===== config.mk =====
export PLATFORM = sky130hd
export DESIGN_NAME = hazard_controller
export DESIGN_NICKNAME = d
export VERILOG_FILES = /design/src/rtl/hazard_controller.sv
export SDC_FILE = /design/constraint.sdc
export NUM_CORES = 1
export LEC_CHECK = 0
export ABC_AREA = 1
export CAP_MARGIN = 30
export CORE_MARGIN = 5
export CORE_UTILIZATION = 33
export DETAILED_ROUTE_END_ITERATION = 16
export MAX_ROUTING_LAYER = met4
export PLACE_DENSITY = 0.82
export SLEW_MARGIN = 20
export SYNTH_ARGS = -nofsm -noshare
export SYNTH_HDL_FRONTEND = slang
export SYNTH_SLANG_ARGS = --single-unit

===== constraint.sdc =====
create_clock -name clk -period 1.6 [get_ports clk]
set_clock_uncertainty 0.05 [all_clocks]
set_input_delay 0.32 -clock clk [delete_from_list [all_inputs] [get_ports clk]]
set_output_delay 0.32 -clock clk [all_outputs]
set_load 0.05 [all_outputs]

===== src/rtl/hazard_controller.sv =====
// Pipeline sequencing controller: stalls, flushes and freezes the five-stage pipe.
// Optional perf counters are built only when HAZARD_PERF_CNT_EN is defined.
module hazard_controller #(
  parameter int MAX_EX_CYCLES = 64
) (
  input  logic        clk,
  input  logic        reset,
  input  logic [4:0]  d_rs1,
  input  logic [4:0]  d_rs2,
  input  logic        d_uses_rs1,
  input  logic        d_uses_rs2,
  input  logic [4:0]  e_rd,
  input  logic        e_is_load,
  input  logic        e_redirect,
  input  logic        e_multi,
  input  logic        ex_done,
  input  logic        m_mem_req,
  input  logic        m_mem_ready,
  output logic        f_enable,
  output logic        fd_enable,
  output logic        de_enable,
  output logic        em_enable,
  output logic        mw_enable,
  output logic        fd_flush,
  output logic        de_flush,
  output logic        em_flush,
  output logic        ex_start,
  output logic        ex_timeout,
  output logic [31:0] stall_cycles,
  output logic [31:0] redirect_count
);
  localparam int WW = (MAX_EX_CYCLES > 2) ? $clog2(MAX_EX_CYCLES) : 1;
  localparam logic [WW-1:0] WD_LIM = WW'(MAX_EX_CYCLES - 1);

  typedef enum logic {RUN, EX_WAIT} state_e;

  state_e        state_q, state_d;
  logic [WW-1:0] wdog_q, wdog_d;
  logic          pend_q, pend_d;

  logic mem_wait, load_use, redir_take, ex_exit;

  assign mem_wait   = m_mem_req && !m_mem_ready;
  assign load_use   = e_is_load && (e_rd != 5'd0) &&
                      ((d_uses_rs1 && (d_rs1 == e_rd)) || (d_uses_rs2 && (d_rs2 == e_rd)));
  assign redir_take = !reset && !mem_wait && (state_q == RUN) && !e_multi && e_redirect;
  assign ex_exit    = ex_done || pend_q || (wdog_q == WD_LIM);

  always_comb begin
    f_enable   = 1'b1;
    fd_enable  = 1'b1;
    de_enable  = 1'b1;
    em_enable  = 1'b1;
    mw_enable  = 1'b1;
    fd_flush   = 1'b0;
    de_flush   = 1'b0;
    em_flush   = 1'b0;
    ex_start   = 1'b0;
    ex_timeout = 1'b0;
    state_d    = state_q;
    wdog_d     = wdog_q;
    pend_d     = pend_q;
    if (reset) begin
      {f_enable, fd_enable, de_enable, em_enable, mw_enable} = '0;
      {fd_flush, de_flush, em_flush} = 3'b111;
      state_d = RUN;
      wdog_d  = '0;
      pend_d  = 1'b0;
    end else if (mem_wait) begin
      // Whole pipe freezes; a done seen now is remembered for the release cycle.
      {f_enable, fd_enable, de_enable, em_enable, mw_enable} = '0;
      if ((state_q == EX_WAIT) && ex_done) pend_d = 1'b1;
    end else begin
      case (state_q)
        RUN: begin
          if (e_multi) begin
            ex_start  = 1'b1;
            f_enable  = 1'b0;
            fd_enable = 1'b0;
            de_enable = 1'b0;
            em_flush  = 1'b1;
            state_d   = EX_WAIT;
            wdog_d    = '0;
          end else if (redir_take) begin
            fd_flush = 1'b1;
            de_flush = 1'b1;
          end else if (load_use) begin
            f_enable  = 1'b0;
            fd_enable = 1'b0;
            de_flush  = 1'b1;
          end
        end
        EX_WAIT: begin
          f_enable  = 1'b0;
          fd_enable = 1'b0;
          if (ex_exit) begin
            // Result advances into MEM; a watchdog exit looks exactly like done.
            ex_timeout = !(ex_done || pend_q);
            state_d    = RUN;
            wdog_d     = '0;
            pend_d     = 1'b0;
          end else begin
            de_enable = 1'b0;
            em_flush  = 1'b1;
            wdog_d    = wdog_q + 1'b1;
          end
        end
        default: state_d = RUN;
      endcase
    end
  end

  always_ff @(posedge clk) begin
    if (reset) begin
      state_q <= RUN;
      wdog_q  <= '0;
      pend_q  <= 1'b0;
    end else begin
      state_q <= state_d;
      wdog_q  <= wdog_d;
      pend_q  <= pend_d;
    end
  end

`ifdef HAZARD_PERF_CNT_EN
  logic [31:0] stall_q, redir_q;

  always_ff @(posedge clk) begin
    if (reset) begin
      stall_q <= '0;
      redir_q <= '0;
    end else begin
      if (!fd_enable) stall_q <= stall_q + 32'd1;
      if (redir_take) redir_q <= redir_q + 32'd1;
    end
  end

  assign stall_cycles   = stall_q;
  assign redirect_count = redir_q;
`else
  assign stall_cycles   = 32'd0;
  assign redirect_count = 32'd0;
`endif

endmodule


# --- After elaboration in Yosys (flattened, before gate mapping) ---
# Index checks and enable logic that the tools add are counted.
totals:
  elab_cells: 77
  romBits: 0
  ram_bits: 0
  regBits: 8
  memories: 0
  latch_bits: 0
  output_inout_bits: 74
  input_bits: 25
classes:
  n_addsub: 1
  bitwise: 2
  mul: 0
  n_mux: 43
  magnitude_cmp: 0
  eq_ne: 5
  n_reduce_logical: 23
  shifts: 0
  div_mod_pow: 0
ops:
  columns: ["cell", "n"]
  rows:
  - ["two-way mux 1 bit", 37]
  - ["two-way mux 6 bit", 2]
  - ["case mux 6 bit (2 select lines)", 1]
  - ["== test 5 bit", 2]
  - ["logical AND 1 bit", 10]
  - ["adder 6 x 1 -> 6 bit, second input constant", 1]
  - ["== test 6 bit, second input constant", 1]
  - ["case mux 1 bit (2 select lines)", 3]
  - ["logical NOT 1 bit", 5]
  - ["nonzero test 5 bit", 1]
  - ["nonzero test 2 bit", 2]
  - ["logical OR 1 bit", 3]
  - ["AND reduction 3 bit", 1]
  - ["inequality test 2 x 1 -> 1 bit, second input constant", 1]
  - ["inequality test 2 bit, second input constant", 1]
  - ["NOT 1 bit", 2]
  - ["AND reduction 2 bit", 1]

# --- Depth between registers and ports, before layout ---
# Gate-level depths: netlist (run 1).
depth:
  word_depth: 12
  mapped_depth: 10
  depth_no_buf: 9

# --- Worst setup path after synthesis (run 1) ---
# OpenSTA, ideal clock, no wires.
synth_timing:
  path_kind: "reg2out"
  startpoint: "register wdog_q[0]"
  endpoint: "output port ex_timeout"
  required_time_ps: 1230
  stages_incl_launch_ff: 6
  path_slack_ps: -624
  arrival_ps: 1854
  cell_sequence: "dfxtp_1 ha_1 nand2_1 nor2_1 nand2_1 nor3_1"
synth_between:
  elab_chain_len: 6
synth_lines:
  columns: ["element", "line_no", "rtl"]
  rows:
  - ["start: declaration", "38", "logic [WW-1:0] wdog_q, wdog_d;"]
  - ["start signal: assignment", "120", "wdog_q <= wdog_d;"]
  - ["== test 6 bit", "47", "assign ex_exit = ex_done || pend_q || (wdog_q == WD_LIM);"]
  - ["logical OR 1 bit", "47", null]
  - ["two-way mux 1 bit", "96", "if (ex_exit) begin"]
  - ["two-way mux 1 bit", "74", "case (state_q)"]
  - ["two-way mux 1 bit", "69", "end else if (mem_wait) begin"]
  - ["two-way mux 1 bit", "63", "if (reset) begin"]
  - ["end: declaration", "28", "output logic ex_timeout,"]
# No other way between the ends.

# --- Worst setup path in the final report (run 1) ---
layout_timing:
  startpoint: "register wdog_q[0]"
  endpoint: "output port de_enable"
layout_between:
  elab_chain_len: 6
layout_lines:
  columns: ["element", "line_no", "rtl"]
  rows:
  - ["== test 6 bit", "47", null]
  - ["logical OR 1 bit", "47", null]
  - ["two-way mux 1 bit", "96", null]
  - ["case mux 1 bit (2 select lines)", "74", null]
  - ["two-way mux 1 bit", "69", null]
  - ["two-way mux 1 bit", "63", null]
  - ["end: declaration", "21", "output logic de_enable,"]
# No other way between the ends.

==> results.md, run 1 <==
- Cell chosen for the clock root: sky130_fd_sc_hd__clkbuf_8
- Routability Congestion: around 0.85
- Share of synthesized area occupied by flip-flops and latches: 0.133
- Synthesized area divided by synthesized cell count: 6.07 sq um
- Final-report hold violation count: 0
- Number of vias after detailed routing: 1,134
- Count of placed standard cells in the final layout, fillers left out: between 300 and 400
- Final #Nets: 281
- Library cell with the largest summed area after synthesis: sky130_fd_sc_hd__buf_4
- Buffer depth of the longest clock path: 2
- First-pass GRT wire length: 4.18 mm
- Crit path launch type: register
- Most common flop cell mapped by yosys: sky130_fd_sc_hd__dfxtp_1
- Cell chain of the critical path: ha_4, nand2_4, nor2_4, nand2_2, nand2_2, nand2_2, buf_6, nor2_4, buf_12
- Ratio of cells with drive above 1 in the final layout: 0.360
- Critical path peak fanout: 2
- WL final: 2.89 mm
- Min Tclk post-route: 1.84 ns
- Violated checks: negative setup slack
- Final worst-path cycle share: 1.15
- Initial antenna violation count: 0
- Peak supply drop: ~300 uV
- Top-area cell type share of the netlist area: 0.410
- Std cell rows: 22
- Total global-route track usage: 0.104
- Number of flops mapped to enable cells by yosys: 0
- Worst hold path type: input port to register
- Count of hold-fix buffers inserted at cts: 0
- Syn. warnings: 0
- Initial Utilization: 0.335
- Number of iterations in the first detailed-routing pass: 4
- Die area: between 4000 and 5000 sq um
- Most common cell in the synthesized netlist: sky130_fd_sc_hd__buf_4
- Hold Worst Slack: 0.406 ns
- Clk sinks: 8
- Placeable core area: 3610 sq um
- Clock insertion delay at the later pin of the skew report: 0.23 ns
- P_leak: 0.959 nW
- Drt first-iter violations: 52
- Clock transition time at the flip-flop clock pins of the worst setup and hold paths: 0.04 ns
- Worst endpoint required time: around 1.2 ns
- Number of remaining DRC errors: 0
- Vias in the first global route: 961
- Count of mapped cells out of synthesis: 199
- Post-layout worst setup margin: -0.240 ns
- DIE WIDTH: ~71 microns
- Cell repeated most along the worst path: sky130_fd_sc_hd__nand2_2
- Remaining number of nets flagged by the antenna check after routing: 0
- Placed Instances: 293
- Data arrival, critical path: about 1.5 ns
- Clock tree from TritonCTS: built
- Synth-to-Final Area Change: 44.5%
- Stage delay of the slowest cell on the critical path: 0.34 ns
- Final number of max-transition violations: 0
- Maximum clock rate: 0.544 GHz
- Register area: 166 sq um
- Top Ports: 99
- Vias per cell: 3.77
- Pin count of the biggest net entering global routing: 7
- Top post-synthesis cells by count: sky130_fd_sc_hd__buf_4, sky130_fd_sc_hd__nand2_1, sky130_fd_sc_hd__inv_1, sky130_fd_sc_hd__nor2_1, sky130_fd_sc_hd__dfxtp_1
- RSZ-0062 raised after global routing: true
- Sort of element at the end of the critical path: output port
- Setup CP Type: register to output port
- Count of antenna diodes in the layout: 0
- Remaining global-route overflow: 0
- Per-cell routed wire length: 9.59 microns
- Async set-or-reset flop fraction in the synthesized netlist: 0
- # Max-Cap Violations: 0
- Setup-failing EPs final: 7
- Clock buffers created by TritonCTS: 3
- R2R Setup Slk: around 0.080 ns
- Pwr dens: 649 nW/um^2
- Area contributors post-synth: sky130_fd_sc_hd__buf_4, sky130_fd_sc_hd__nand2_1, sky130_fd_sc_hd__dfxtp_1, sky130_fd_sc_hd__inv_1, sky130_fd_sc_hd__nor2_1
- Distinct cells, synth: 21
- # fillers: 358
- Synthesized cell area: between 1000 and 1500 sq um
- Footprint of the multi-input gates: 802 sq um
- Synth Register Bits: 8
- H-tree depth reported by CTS: 1
- Slowest cell on crit path: sky130_fd_sc_hd__dfxtp_2
- Run status: finished with violations
- Vertical extent of the die: 70.5 microns
- Half-perimeter wire length of the detailed placement result: 2.33 mm
- Number of buffer cells added on primary ports: 34
==> metrics by stage <==
step	utilization	area, sq um	TNS [ns]	total power [mW]	setup slack (ns)
2_1_floorplan	-	1540	-0.385	0.823	-0.146
3_3_place_gp	0.450	1620	-3.83	0.866	-0.585
3_5_place_dp	0.450	1620	-4.09	0.870	-0.598
4_1_cts	0.476	1720	-1.25	1.13	-0.264
5_1_grt	0.484	1750	-1.67	1.17	-0.309
6_report	0.484	1750	-1.16	1.13	-0.240
==> logic make-up after synthesis <==
logic type | share of synthesized area
other cells | 0.00310
simple gates | 0.294
fa+ha+maj | 0.0104
buf+inv | 0.500
compound gates | 0.0600
flops | 0.133
==> placed cells by master, fill, tap and decap left out, drive strengths merged, types with 3 or more instances in the layout <==
master	netlist	layout
conb	1	64
nand2	50	50
buf	66	43
inv	29	27
nor2	18	18
dfxtp	8	8
dlygate4sd2	0	7
nand3	6	6
o21ai	6	6
clkbuf	0	5
a21oi	4	4
nor3	3	3
==> registers in the layout, indices dropped and copies added, names as in the netlist <==
name and flops:
state_q 1, wdog_q 6, pend_q 1
==> layout make-up <==
| cell class | instances | area share |
|---|---|---|
| clock buffer | 3 | 0.0236 |
| inverter | 29 | 0.0881 |
| multi-input combinational | 159 | 0.459 |
| sequential | 8 | 0.0953 |
| tap | 48 | 0.0344 |
| timing repair buffer | 54 | 0.299 |
==> power breakdown <==
group          switching, mW  internal, mW  total, mW
Clock                 0.0827         0.163      0.246
Combinational          0.518         0.159      0.678
Sequential           0.00565         0.205      0.210
Total                  0.607         0.527       1.13
==> layer usage <==
layer | GRT usage | part of all wire | up-vias
met4 | 0.0319 | 0.014 | 0
met5 | - | 0 | -
met3 | 0.0115 | 0.092 | 6
met1 | 0.125 | 0.37 | 488
met2 | 0.180 | 0.52 | 56
li1 | - | - | 584
==> final timing paths <==
kind                          startpoint                endpoint  cells past startpoint
setup / recovery  wdog_q[0]$_SDFFE_PP0P_               de_enable                      9
hold / removal                     reset    state_q$_SDFFE_PP0N_                      3
setup reg to reg  wdog_q[0]$_SDFFE_PP0P_  wdog_q[5]$_SDFFE_PP0P_                     12
hold reg to reg     state_q$_SDFFE_PP0N_     pend_q$_SDFFE_PP0P_                      1
==> critical path: cells and delay by family, from the launching register on <==
kind / cells / cell delay [ns]
DFF: 1 / 0.34
and+or+nand+nor: 6 / 0.47
buffers and inverters: 2 / 0.26
adders and majority gates: 1 / 0.16
==> timing repair <==
| item | 4_1_cts | 5_1_grt |
|---|---|---|
| pin swaps | 30 | 8 |
| endpoints found under the setup margin | 10 | 13 |
| resized for setup | 95 | 14 |
| gates cloned | 0 | 0 |
| buffers inserted | 5 | 3 |
No activity file was read; power rests on OpenSTA's default activity.
==> run 2, diff against run 1 <==
--- a/config.mk
+++ b/config.mk
@@ -8,10 +8,11 @@
 export ABC_AREA = 1
 export CAP_MARGIN = 30
 export CORE_MARGIN = 5
-export CORE_UTILIZATION = 33
+export CORE_UTILIZATION = 36
 export DETAILED_ROUTE_END_ITERATION = 16
 export MAX_ROUTING_LAYER = met4
-export PLACE_DENSITY = 0.82
+export PLACE_DENSITY = 0.88
+export RECOVER_POWER = 25
 export SLEW_MARGIN = 20
 export SYNTH_ARGS = -nofsm -noshare
 export SYNTH_HDL_FRONTEND = slang
==> constraint.sdc (replaced) <==
create_clock -name clk -period 2.4 [get_ports clk]
set_clock_uncertainty 0.05 [all_clocks]
set_input_delay 0.48 -clock clk [delete_from_list [all_inputs] [get_ports clk]]
set_output_delay 0.48 -clock clk [all_outputs]
set_load 0.05 [all_outputs]
==> run 2 against run 1 <==
Against the previous run: critical endpoint is now de_flush; non-clock buffer count shrank 17; hold slack gained 0.036 ns; the run now ends clean; sequential share of layout area grew 1.1 points; setup slack gained 0.32 ns.
==> results.md, run 2 (same netlist as run 1, synthesis figures left out) <==
- Run status: complete, no violations
- H-tree depth reported by CTS: 1 (unchanged)
- Post-CTS setup buffers: 0 (-5)
- Clock buffers created by TritonCTS: 3 (unchanged)
- Number of remaining DRC errors: 0 (unchanged)
- Count of antenna diodes in the layout: 0 (unchanged)
- Number of buffer cells added on primary ports: 34 (unchanged)
- Design Power: 0.667 mW (-41%)
- Worst endpoint required time: 1.87 ns (+0.64 ns)
- Final worst-path cycle share: 0.965
- Setup CP Type: input port to output port
- Clock transition time at the flip-flop clock pins of the worst setup and hold paths: 0.05 ns (about the same)
- Worst hold path type: register to register
- Final-report hold violation count: 0 (unchanged)
- Clock insertion delay at the later pin of the skew report: 0.26 ns (+0.03 ns)
- Setup_tns: 0 ns (+1.16 ns)
- Registers with the highest flip-flop counts: wdog_q x6, pend_q x1, state_q x1
- Number of vias after detailed routing: 1,104 (-2.6%)
- R2R Setup Slk: 0.95 ns (+0.87 ns)
- First-pass GRT wire length: 3.74 mm (-11%)
- Initial antenna violation count: 0 (unchanged)
- Placed Instances: 279 (-4.8%)
- Drt first-iter violations: 27 (-48%)
- Half-perimeter wire length of the detailed placement result: 2.36 mm (+1.2%)
- Critical path capture point: de_flush
- Routed length on met2: 1.42 mm (-5.3%)
- Number of cell instances on the worst register-to-register path: 9 (-3)
- Hold Worst Slack: 0.442 ns (+0.0361 ns)
- Top layer reached by signal wires: met4
- DIE WIDTH: 67.9 microns (-3.7%)
- WL final: 2.69 mm (-7.0%)
- Initial Utilization: 0.368 (+0.0328)
- # Max-Cap Violations: 0 (unchanged)
- Total global-route track usage: 0.110 (+0.00639)
- Pin count of the biggest net entering global routing: 8 (+1)
- RSZ-0062 raised after global routing: false
- Launching instance or port of the critical path: e_rd[3]
- Ratio of cells with drive above 1 in the final layout: 0.114 (-0.245)
- Met1 WL: 842 microns (-22%)
- CTS resizes: 0 (-100%)
- Critical path peak fanout: 4 (+2)
- P_leak: 0.864 nW (-9.8%)
- Top reg by flops: wdog_q
- Vias per cell: 3.91 (+3.9%)
- Remaining global-route overflow: 0 (unchanged)
- Final number of max-transition violations: 0 (unchanged)
- Remaining number of nets flagged by the antenna check after routing: 0 (unchanged)
- RR Startpoint: wdog_q[0]$_SDFFE_PP0P_
- Count of placed standard cells in the final layout, fillers left out: 282 (-6.3%)
- Sort of element at the end of the critical path: output port
- Count of hold-fix buffers inserted at cts: 0 (unchanged)
- Clk sinks: 8 (unchanged)
- Peak supply drop: 165 uV (-46%)
- Vias in the first global route: 911 (-5.2%)
- Min Tclk post-route: 2.32 ns
- Leading cell types in the layout, fill and taps excluded: sky130_fd_sc_hd__conb_1, sky130_fd_sc_hd__nand2_1, sky130_fd_sc_hd__inv_1
- Endpoint of the lowest-slack register-to-register path: wdog_q[5]$_SDFFE_PP0P_
- Clock tree from TritonCTS: built
- Data arrival, critical path: 1.79 ns (+0.32 ns)
- Sum of met3 wire segment lengths after detailed routing: 307 microns (+15%)
- Cell chosen for the clock root: sky130_fd_sc_hd__clkbuf_4
- Vertical extent of the die: 67.9 microns (-3.7%)
- Maximum clock rate: 0.432 GHz
- Per-cell routed wire length: 9.52 microns (-0.73%)
- Final #Nets: 264 (-6.0%)
- Pwr dens: 442 nW/um^2 (-32%)
- Final core occ: 0.459 (-0.0250)
- Placeable core area: 3280 sq um (-8.9%)
- Die area: 4620 sq um (-7.2%)
- Largest register FFs: 6 (unchanged)
- Setup-failing EPs final: 0 (-7)
- Routability Congestion: 0.837 (-1.5%)
- Commonest non-fill, non-tap cell in the layout: sky130_fd_sc_hd__conb_1
- Crit path launch type: input port
- Number of iterations in the first detailed-routing pass: 4 (unchanged)
- Buffer depth of the longest clock path: 2 (unchanged)
- Synth-to-Final Area Change: 24.8%
- Top Ports: 99 (unchanged)
- Std cell rows: 21 (-4.5%)
run 2: cell types whose count changed in the layout (fill, tap and decap cells not counted), sizes merged, moves of 2 or more:
cell	before	now
dlygate4sd2	7	0
clkdlybuf4s50	1	19
dlymetal6s2s	0	5
clkinvlp	2	0
buf	43	12
inv	27	29
run 2: final cells by class:
| class | instances | area, sq um |
|---|---|---|
| Fill cell | 333 | 1780 |
| Multi-Input combinational cell | 159 | 688 |
| Timing Repair Buffer | 37 | 472 |
| Sequential cell | 8 | 160 |
| Inverter | 29 | 109 |
| Tap cell | 46 | 57.6 |
| Clock buffer | 3 | 22.5 |
run 2: worst max-delay path, cell delays in order:
cell                              delay, ns
sky130_fd_sc_hd__clkdlybuf4s50_1       0.50
sky130_fd_sc_hd__inv_2                 0.07
sky130_fd_sc_hd__nand2_1               0.06
sky130_fd_sc_hd__nand2_1               0.06
sky130_fd_sc_hd__nor2_2                0.08
sky130_fd_sc_hd__nand3_1               0.08
sky130_fd_sc_hd__nand2_1               0.09
sky130_fd_sc_hd__nand3b_1              0.11
sky130_fd_sc_hd__nand2_1               0.12
sky130_fd_sc_hd__buf_12                0.14
run 2: where the power goes:
part	leakage, nW	switching, mW	total [mW]	internal (mW)
sequential	0.0648	0.00343	0.139	0.136
clock	0.0138	0.0507	0.108	0.0576
combinational	0.786	0.324	0.420	0.0955
total	0.864	0.378	0.667	0.289
run 2: worst min-delay path by stage:
stage          cells past startpoint  slack [ns]                     end              startpoint
2_1_floorplan                      2        0.41  wdog_q[1]$_SDFFE_PP0P_  wdog_q[1]$_SDFFE_PP0P_
3_3_place_gp                       2        0.43  wdog_q[1]$_SDFFE_PP0P_  wdog_q[1]$_SDFFE_PP0P_
3_5_place_dp                       2        0.43  wdog_q[1]$_SDFFE_PP0P_  wdog_q[1]$_SDFFE_PP0P_
4_1_cts                            2        0.44  wdog_q[1]$_SDFFE_PP0P_  wdog_q[1]$_SDFFE_PP0P_
5_1_grt                            2        0.46  wdog_q[1]$_SDFFE_PP0P_  wdog_q[1]$_SDFFE_PP0P_
6_report                           2        0.44  wdog_q[1]$_SDFFE_PP0P_  wdog_q[1]$_SDFFE_PP0P_
run 2: metrics by stage:
stage	cell area (sq um)	setup WS [ns]
after floorplan	1450	0.172
after global placement	1480	0.0718
after detailed placement	1480	0.0213
after CTS	1500	0.0174
after global routing	1510	0.00181
final	1510	0.0833
run 2: metal layers:
layer | global-route usage | vias up
met4 | 0.0769 | 0
li1 | - | 551
met5 | - | -
met3 | 0.0213 | 11
met1 | 0.104 | 480
met2 | 0.200 | 62
